==> src/rtl/sap1_pkg.sv <==
// sap1_pkg: shared SAP-1 widths and program-loader FSM state encodings
package sap1_pkg;
  localparam int SAP1_ADDR_W = 4;
  localparam int SAP1_DATA_W = 8;
  localparam logic [2:0] ST_IDLE  = 3'd0;
  localparam logic [2:0] ST_LOAD  = 3'd1;
  localparam logic [2:0] ST_FLUSH = 3'd2;
  localparam logic [2:0] ST_CHECK = 3'd3;
  localparam logic [2:0] ST_DONE  = 3'd4;
endpackage

==> src/rtl/ram_loader.sv <==
// ram_loader: streams bytes into the SAP-1 program RAM from address 0, then optionally re-reads and checksums the image
module ram_loader
  import sap1_pkg::*;
#(
  parameter int ADDR_W = SAP1_ADDR_W,
  parameter int DATA_W = SAP1_DATA_W,
  parameter bit VERIFY = 1'b1
) (
  input  logic              clk_i,
  input  logic              rst_ni,
  input  logic              start_i,
  input  logic [ADDR_W:0]   len_i,
  input  logic              s_valid_i,
  input  logic [DATA_W-1:0] s_data_i,
  output logic              s_ready_o,
  output logic              mem_we_o,
  output logic [ADDR_W-1:0] mem_addr_o,
  output logic [DATA_W-1:0] mem_wdata_o,
  input  logic [DATA_W-1:0] mem_rdata_i,
  output logic              busy_o,
  output logic              done_o,
  output logic              err_o,
  output logic [DATA_W-1:0] csum_o
);
  localparam logic [ADDR_W:0] DEPTH = (ADDR_W+1)'(2**ADDR_W);
  logic [2:0]        r_state;
  logic [2:0]        w_nx;
  logic [ADDR_W:0]   r_len;
  logic [ADDR_W:0]   r_cnt;
  logic [ADDR_W-1:0] r_addr;
  logic              r_we;
  logic [DATA_W-1:0] r_wdata;
  logic [DATA_W-1:0] r_sum;
  logic [DATA_W-1:0] r_rsum;
  logic [DATA_W-1:0] r_csum;
  logic              r_err;
  logic [ADDR_W:0]   w_len;
  logic [ADDR_W:0]   w_cnt_nx;
  logic [DATA_W-1:0] w_rsum_nx;
  logic              w_hs;
  logic              w_last_hs;
  logic              w_last_chk;
  assign w_len      = (len_i > DEPTH) ? DEPTH : len_i;
  assign w_hs       = s_valid_i & (r_state == ST_LOAD);
  assign w_cnt_nx   = r_cnt + (ADDR_W+1)'(1);
  assign w_last_hs  = w_hs & (w_cnt_nx == r_len);
  assign w_rsum_nx  = r_rsum + mem_rdata_i;
  assign w_last_chk = {1'b0, r_addr} == r_len - (ADDR_W+1)'(1);
  assign s_ready_o   = r_state == ST_LOAD;
  assign busy_o      = (r_state == ST_LOAD) | (r_state == ST_FLUSH) | (r_state == ST_CHECK);
  assign done_o      = r_state == ST_DONE;
  assign mem_we_o    = r_we;
  assign mem_addr_o  = r_addr;
  assign mem_wdata_o = r_wdata;
  assign err_o       = r_err;
  assign csum_o      = r_csum;
  // next-state selection; a zero-length load skips straight to DONE
  always_comb
    w_nx = (r_state == ST_IDLE)  ? (start_i ? ((w_len == '0) ? ST_DONE : ST_LOAD) : ST_IDLE) :
           (r_state == ST_LOAD)  ? (w_last_hs ? ST_FLUSH : ST_LOAD) :
           (r_state == ST_FLUSH) ? (VERIFY ? ST_CHECK : ST_DONE) :
           (r_state == ST_CHECK) ? (w_last_chk ? ST_DONE : ST_CHECK) : ST_IDLE;
  // state, write pipeline register, address counter and the two running sums
  always_ff @(posedge clk_i or negedge rst_ni) begin
    if (!rst_ni) begin
      r_state <= ST_IDLE;
      r_len   <= '0;
      r_cnt   <= '0;
      r_addr  <= '0;
      r_we    <= 1'b0;
      r_wdata <= '0;
      r_sum   <= '0;
      r_rsum  <= '0;
      r_csum  <= '0;
      r_err   <= 1'b0;
    end else begin
      r_state <= w_nx;
      r_we    <= w_hs;
      if (r_state == ST_IDLE && start_i) begin
        r_len  <= w_len;
        r_cnt  <= '0;
        r_addr <= '0;
        r_sum  <= '0;
        r_err  <= 1'b0;
      end
      if (w_hs) begin
        r_wdata <= s_data_i;
        r_addr  <= r_cnt[ADDR_W-1:0];
        r_cnt   <= w_cnt_nx;
        r_sum   <= r_sum + s_data_i;
      end
      if (r_state == ST_FLUSH && VERIFY) begin
        r_addr <= '0;
        r_rsum <= '0;
      end
      if (r_state == ST_CHECK) begin
        r_rsum <= w_rsum_nx;
        if (w_last_chk) r_err <= w_rsum_nx != r_sum;
        else r_addr <= r_addr + ADDR_W'(1);
      end
      if (w_nx == ST_DONE) r_csum <= (r_state == ST_IDLE) ? '0 : r_sum;
    end
  end
endmodule

==> config.mk <==
export PLATFORM = sky130hd
export DESIGN_NAME = ram_loader
export DESIGN_NICKNAME = d
export VERILOG_FILES = /design/src/rtl/sap1_pkg.sv /design/src/rtl/ram_loader.sv
export SDC_FILE = /design/constraint.sdc
export NUM_CORES = 1
export LEC_CHECK = 0
export BUFFER_PORTS_ARGS = -buffer_cell sky130_fd_sc_hd__clkbuf_2
export CORE_UTILIZATION = 45
export DETAILED_ROUTE_END_ITERATION = 8
export GPL_TIMING_DRIVEN = 0
export MAX_ROUTING_LAYER = met4
export PLACE_DENSITY = 0.7
export RECOVER_POWER = 50
export SETUP_SLACK_MARGIN = 0.05
export SYNTH_ARGS = -nofsm -noshare
export SYNTH_HDL_FRONTEND = slang
export SYNTH_SLANG_ARGS = --single-unit
export TNS_END_PERCENT = 100
==> constraint.sdc <==
create_clock -name clk_i -period 3.1 [get_ports clk_i]
set_clock_uncertainty 0.2 [all_clocks]
set_input_delay 0.62 -clock clk_i [delete_from_list [all_inputs] [get_ports clk_i]]
set_output_delay 0.62 -clock clk_i [all_outputs]
set_load 0.02 [all_outputs]
==> impl_metrics.json, run 1 <==
{
  "status": "complete, no violations",
  "clockBufferDepth": 2,
  "drt_wl_total_um": 6580,
  "dpl.hpwl_um": 5060,
  "vias": 2479,
  "htreeDepth": 2,
  "cts_resized": 0,
  "crit_required_ns": 3.08,
  "slowest_stage": "fa_1",
  "dieArea_um2": 7220,
  "synth.area.top_cells": "dfrtp_1, ha_1, nand2_1",
  "report.final.hold_viol_count": 0,
  "synth_seq_area_share_pct": 41.2,
  "final_layout_size_suffix_gt1_share_pct": 17.4,
  "drc": 0,
  "max_stage_delay_ns": 0.40,
  "postSynthNetCount": 369,
  "slew_violations": 0,
  "fin_ws_ns": 0.525,
  "die_h_um": 85.0,
  "path_max_fanout": 2,
  "grt_pass1_wl_um": 11200,
  "period_needed_ns": 2.57,
  "r2r_cells": 8,
  "ys_ff_latch": 51,
  "arrival_ns": 2.55,
  "hp-start": "mem_wdata_o[1]",
  "postRouteAntennaNets": 0,
  "seq_area_um2": 1280,
  "rows": 29,
  "peakVddDrop_mv": 0.260,
  "multi_input_area_um2": 1730,
  "drv_cap": 0,
  "gr-total-overflow": 0,
  "port_buffers": 49,
  "fin_crit_sh_pct": 83.0,
  "hold_path_class": "reg -> reg",
  "crit_buf_inv": 1,
  "synthArstFlopShare_pct": 100,
  "yosysTopAreaCellShare_pct": 41.2,
  "hold_path_depth": 2,
  "initial_core_util_pct": 47.7,
  "synthFlopType": "dfrtp_1",
  "rsz0062_at_grt": "false",
  "grt_start_max_net_pins": 52,
  "holdPathEnd": "mem_wdata_o[1]",
  "first_global_vias": 2400,
  "antenna_cells": 0,
  "root_buffer": "clkbuf_8",
  "rr_startpoint": "r_rsum[0]",
  "instances_no_fill": 461,
  "avgSynthCellArea_um2": 9.54,
  "dp_worst_setup_slack_ns": 0.190,
  "r2r_setup_slack_ns": 0.54,
  "synth_warnings": 0,
  "path_clk_slew_ns": 0.10,
  "r2r_end": "err_o",
  "core_um2": 6490,
  "clock-sinks": 51,
  "antenna_found_initial": 0,
  "area_growth_pct": 14.8,
  "drt_iter0_markers": 153,
  "synth_cell_types": 55,
  "yosysTopAreaCell": "dfrtp_1",
  "grt_busiest_layer": "met2",
  "synthCells": 325,
  "use_met3_pct": 3.70,
  "via_per_inst": 5.38,
  "place_inst": 451,
  "cp-start-kind": "input pin",
  "wl_per_cell_um": 14.3,
  "die_x_um": 85.0,
  "use_met1_pct": 26.8,
  "power.leakage_uw": 0.00176,
  "worstSetupEndpointType": "flop",
  "dr.pass1.iters": 4,
  "setup_tns_ns": 0,
  "finalSetupViolCount": 0,
  "ioPinCount": 50,
  "fmax_mhz": 388,
  "gp_congestion": 0.867,
  "relSlewSlack_pct": 32.9,
  "path_cells": "clkbuf_2, ha_1, fa_1, xnor2_1, xor2_1, nand4_1, a311o_1, a311oi_1, a31oi_1",
  "netlist_area_um2": 3100,
  "fin_util_pct": 54.8,
  "cts_tree": "built",
  "crit_type": "in -> reg",
  "gr-usage-met2_pct": 32.1,
  "powerDensity_nw_per_um2": 529,
  "fill_cells": 613,
  "synth_edf_count": 0,
  "grt_util_all_layers_pct": 20.1,
  "nNetsFinal": 427,
  "tightest_slew_ns": 1.01,
  "cp_top_family": "compound AO/OA/AOI/OAI gates",
  "power.total_uw": 1880,
  "clk_latency_ns": 0.30,
  "cts_made_buffers": 5
}
[layout by cell type (no fill, tap or decap), types with 2 or more instances in the layout]
cell and instances:
nand2_1 56, and2_1 3, o21a_1 3, nand3_1 5, nor4_1 2, ha_1 17
a21oi_1 8, nor2b_1 8, o31ai_1 6, or4_1 2, nor2_1 17, mux2_2 8
mux2i_1 2, inv_1 11, a21o_1 5, clkbuf_1 19, xor2_1 12, a31oi_1 2
a211oi_1 3, clkbuf_8 5, mux2_1 2, and3_1 2, o21ai_0 25, a22o_1 4
fa_1 2, a32oi_1 2, nand2b_1 7, o21bai_1 2, nor3_1 6, dfrtp_1 51
xnor2_1 19, clkbuf_2 39
[per-layer routing]
layer  vias to the layer above  part of all wire [%]
met3                         2                   3.4
met5                         -                     0
met2                        47                    49
li1                       1252                     -
met4                         0                  0.52
met1                      1178                    47
[what timing repair did]
item,4_1_cts,5_1_grt
hold buffers,0,1
setup buffers,0,0
hold endpoints to repair,0,10
[sequential cells by signal (all words and copies together), names as in the netlist]
name	cells
csum_o	8
err_o	1
mem_addr_o	4
mem_wdata_o	8
mem_we_o	1
r_cnt	5
r_len	5
r_rsum	8
r_state	3
r_sum	8
[worst register-to-register path, cell delays in order, from the launching register on]
cell	delay, ns
dfrtp_1	0.39
ha_1	0.21
fa_1	0.40
xnor2_1	0.27
xor2_1	0.17
nand4_1	0.10
a311o_1	0.27
a311oi_1	0.29
a31oi_1	0.13
[per-stage QoR]
stage	area (um2)	hold WS [ns]
4_1_cts	3560	0.291
3_5_place_dp	3440	0.261
5_1_grt	3560	0.320
2_1_floorplan	3100	0.124
3_3_place_gp	3440	0.260
6_report	3560	0.285
[layout make-up]
cell class | count | share of cell area, %
multi-input cells | 251 | 48.7
flip-flops and latches | 51 | 35.9
repair buffers | 51 | 6.93
well taps | 77 | 2.71
clock buffers | 5 | 1.93
clock inverters | 3 | 1.34
plain buffers | 11 | 1.30
inverters | 12 | 1.27
[logic make-up after synthesis]
kind of cell	after synthesis	synth area share (%)
flip-flops	51	41.2
multiplexers	12	4.28
XOR/XNOR	32	9.49
adder cells (fa/ha/maj)	19	8.15
AO/OA/AOI/OAI	73	16.3
buffers and inverters	23	2.95
AND/OR/NAND/NOR	115	17.7
[worst max-delay path by stage]
| stage | to | startpoint | cells past startpoint | slack (ns) |
|---|---|---|---|---|
| finish | err_o | mem_rdata_i[0] | 9 | 0.53 |
| detailed placement | err_o | mem_rdata_i[0] | 9 | 0.19 |
| floorplan | err_o | mem_rdata_i[0] | 7 | 0.46 |
| CTS | err_o | mem_rdata_i[0] | 9 | 0.53 |
| global placement | err_o | mem_rdata_i[0] | 9 | 0.24 |
| global route | err_o | r_rsum[0] | 8 | 0.31 |
[Yosys cell counts, types with 7 or more instances]
| cell type | count |
|---|---|
| o21ai_0 | 25 |
| dfrtp_1 | 51 |
| a21oi_1 | 8 |
| clkbuf_1 | 8 |
| xor2_1 | 12 |
| inv_1 | 11 |
| nor2b_1 | 8 |
| nand2b_1 | 7 |
| nor2_1 | 17 |
| mux2_2 | 8 |
| xnor2_1 | 19 |
| ha_1 | 17 |
| nand2_1 | 56 |
[power by group]
| part | internal (uW) | leakage [uW] | switching, uW | total (uW) |
|---|---|---|---|---|
| Combinational | 310 | 0.00103 | 341 | 650 |
| Sequential | 723 | 0.000669 | 39.1 | 762 |
| Clock | 245 | 0.0000587 | 226 | 471 |
| Total | 1280 | 0.00176 | 606 | 1880 |
Power figures use the tool's default switching activity.
==> inputs of run 2 (changes only) <==
ABC_AREA = 1   (was default)
PLACE_DENSITY = 0.73   (was 0.7)
clock period = 2.1 ns   (was 3.1 ns; I/O delays follow)
==> impl_metrics.json, run 2 <==
{
  "grt_util_all_layers_pct": 21.8,
  "yosysTopAreaCell": "dfrtp_1",
  "fmax_mhz": 485,
  "dp_worst_setup_slack_ns": -0.245,
  "dpl.hpwl_um": 5470,
  "nNetsFinal": 492,
  "drv_cap": 0,
  "comb_power_share_pct": 55.8,
  "clk_latency_ns": 0.31,
  "clockPowerShare_pct": 10.9,
  "root_buffer": "clkbuf_8",
  "peakVddDrop_mv": 0.673,
  "final_layout_size_suffix_gt1_share_pct": 23.2,
  "crit_required_ns": 2.12,
  "grt_pass1_wl_um": 11900,
  "grt_start_max_net_pins": 52,
  "via_per_inst": 5.17,
  "fin_util_pct": 57.6,
  "area_growth_pct": 22.4,
  "fin_crit_sh_pct": 98.1,
  "fin_ws_ns": 0.0391,
  "rows": 29,
  "die_x_um": 84.0,
  "clock-sinks": 51,
  "power.leakage_uw": 0.00191,
  "hold_path_class": "in -> reg",
  "path_clk_slew_ns": 0.10,
  "antenna_cells": 0,
  "cts_tree": "built",
  "path_max_fanout": 3,
  "postSynthNetCount": 421,
  "holdWs_ns": 0.132,
  "arrival_ns": 2.08,
  "slew_violations": 0,
  "switchingPower_uw": 2520,
  "worstSetupEndpointType": "flop",
  "synthFlopType": "dfrtp_1",
  "core_um2": 6420,
  "wl_per_cell_um": 13.9,
  "intPower_uw": 2800,
  "rsz0062_at_grt": "true",
  "synth_seq_area_share_pct": 42.2,
  "postRouteAntennaNets": 0,
  "crit_type": "reg -> reg",
  "report.final.hold_viol_count": 0,
  "dieArea_um2": 7050,
  "place_inst": 503,
  "tightest_slew_ns": 0.991,
  "drt_wl_total_um": 7290,
  "final_cell_mix": "nand2_1, dfrtp_1, inv_1",
  "ys_top_cells_by_count": "nand2_1, dfrtp_1, inv_1",
  "swShare_pct": 47.4,
  "ioPinCount": 50,
  "seqPwrFrac_pct": 33.4,
  "status": "finished with violations",
  "relSlewSlack_pct": 33.9,
  "cp-start-kind": "flop",
  "drc": 4,
  "ys_ff_latch": 51,
  "final_common_cell": "nand2_1",
  "cts_made_buffers": 5,
  "finalSetupViolCount": 0,
  "htreeDepth": 2,
  "netlist_area_um2": 3020,
  "antenna_found_initial": 0,
  "powerDensity_nw_per_um2": 1430,
  "instances_no_fill": 526,
  "synth_warnings": 0,
  "power.total_uw": 5310,
  "synthCells": 377,
  "synthArstFlopShare_pct": 100,
  "port_buffers": 49,
  "gp_congestion": 0.874,
  "violations": "design-rule violations",
  "synth_edf_count": 0,
  "yosysTopAreaCellShare_pct": 42.2,
  "initial_core_util_pct": 47.1,
  "clockBufferDepth": 2,
  "avgSynthCellArea_um2": 8.02,
  "synth.area.top_cells": "dfrtp_1, nand2_1, ha_1",
  "drt_iter0_markers": 98,
  "fill_cells": 602,
  "die_h_um": 84.0,
  "vias": 2720,
  "synth_cell_types": 33,
  "gr-total-overflow": 0,
  "synth_most_common_cell": "nand2_1",
  "first_global_vias": 2650,
  "period_needed_ns": 2.06,
  "dr.pass1.iters": 6
}
run 2: path summary, 6_finish.rpt:
path                       cells past startpoint  slack (ns)         to  startpoint
min in group asynchronous                      2        0.60   r_len[1]      rst_ni
hold / removal                                 3        0.13   r_len[2]    len_i[2]
hold reg to reg                                2        0.29  csum_o[3]   csum_o[3]
max in group asynchronous                      3        0.25   r_sum[0]      rst_ni
setup / recovery                               8        0.04      err_o   r_rsum[0]
setup reg to reg                               8        0.04      err_o   r_rsum[0]
run 2: area by class of cell:
class | instances | area [um2] | share of cell area (%)
Multi-Input combinational cell | 278 | 1700 | 45.9
Sequential cell | 51 | 1280 | 34.5
Timing Repair Buffer | 64 | 348 | 9.40
Inverter | 45 | 169 | 4.56
Tap cell | 77 | 96.3 | 2.60
Clock buffer | 5 | 68.8 | 1.86
Buffer | 3 | 22.5 | 0.608
Clock inverter | 3 | 18.8 | 0.507
run 2: timing repair:
action / 4_1_cts / 5_1_grt
resized for setup: 10 / 27
setup buffers: 4 / 9
pin swaps: 3 / 12
hold buffers: 0 / 1
endpoints found under the setup margin: 14 / 15
endpoints found under the hold margin: 0 / 17
cloned: 0 / 0
run 2: metrics by stage:
stage | cell area, um2 | setup TNS [ns]
after global placement | 3370 | -0.337
after floorplan | 3020 | 0
final | 3700 | 0
after detailed placement | 3370 | -0.367
after CTS | 3510 | 0
after global routing | 3700 | -0.0384
run 2: critical path, cell delays in order, from the launching register on:
cell	delay (ns)
dfrtp_1	0.42
ha_4	0.18
fa_2	0.44
xnor2_2	0.17
xor2_1	0.15
nor3_2	0.18
nand3_1	0.11
nand2_1	0.07
nand2_1	0.04
run 2: cells by family (layout without fill, tap and decap cells):
group	Yosys count	after routing	share of synthesized area (%)
and+or+nand+nor	190	190	28.3
xor gates and xnor gates	19	19	5.50
DFF	51	51	42.2
AOI/OAI and AO/OA	50	50	9.60
adders and majority gates	19	19	8.36
buffers and inverters	48	120	6.08
run 2: per-layer routing:
| metal | GRT usage [%] | routed length [um] | part of all wire [%] | up-vias |
|---|---|---|---|---|
| met3 | 3.07 | 176 | 2.4 | 8 |
| met4 | 5.96 | 94 | 1.3 | 0 |
| met1 | 27.1 | 3310 | 45 | 1295 |
| met5 | - | 0 | 0 | - |
| li1 | - | - | - | 1380 |
| met2 | 37.2 | 3710 | 51 | 37 |
run 2: power by group through the flow:
stage | logic [uW] | clock network, uW | registers, uW
final | 2960 | 577 | 1770
after global routing | 3320 | 628 | 1820
after CTS | 2750 | 586 | 1750
after detailed placement | 2650 | 0 | 1780
after global placement | 2560 | 0 | 1760
after floorplan | 1830 | 0 | 1860
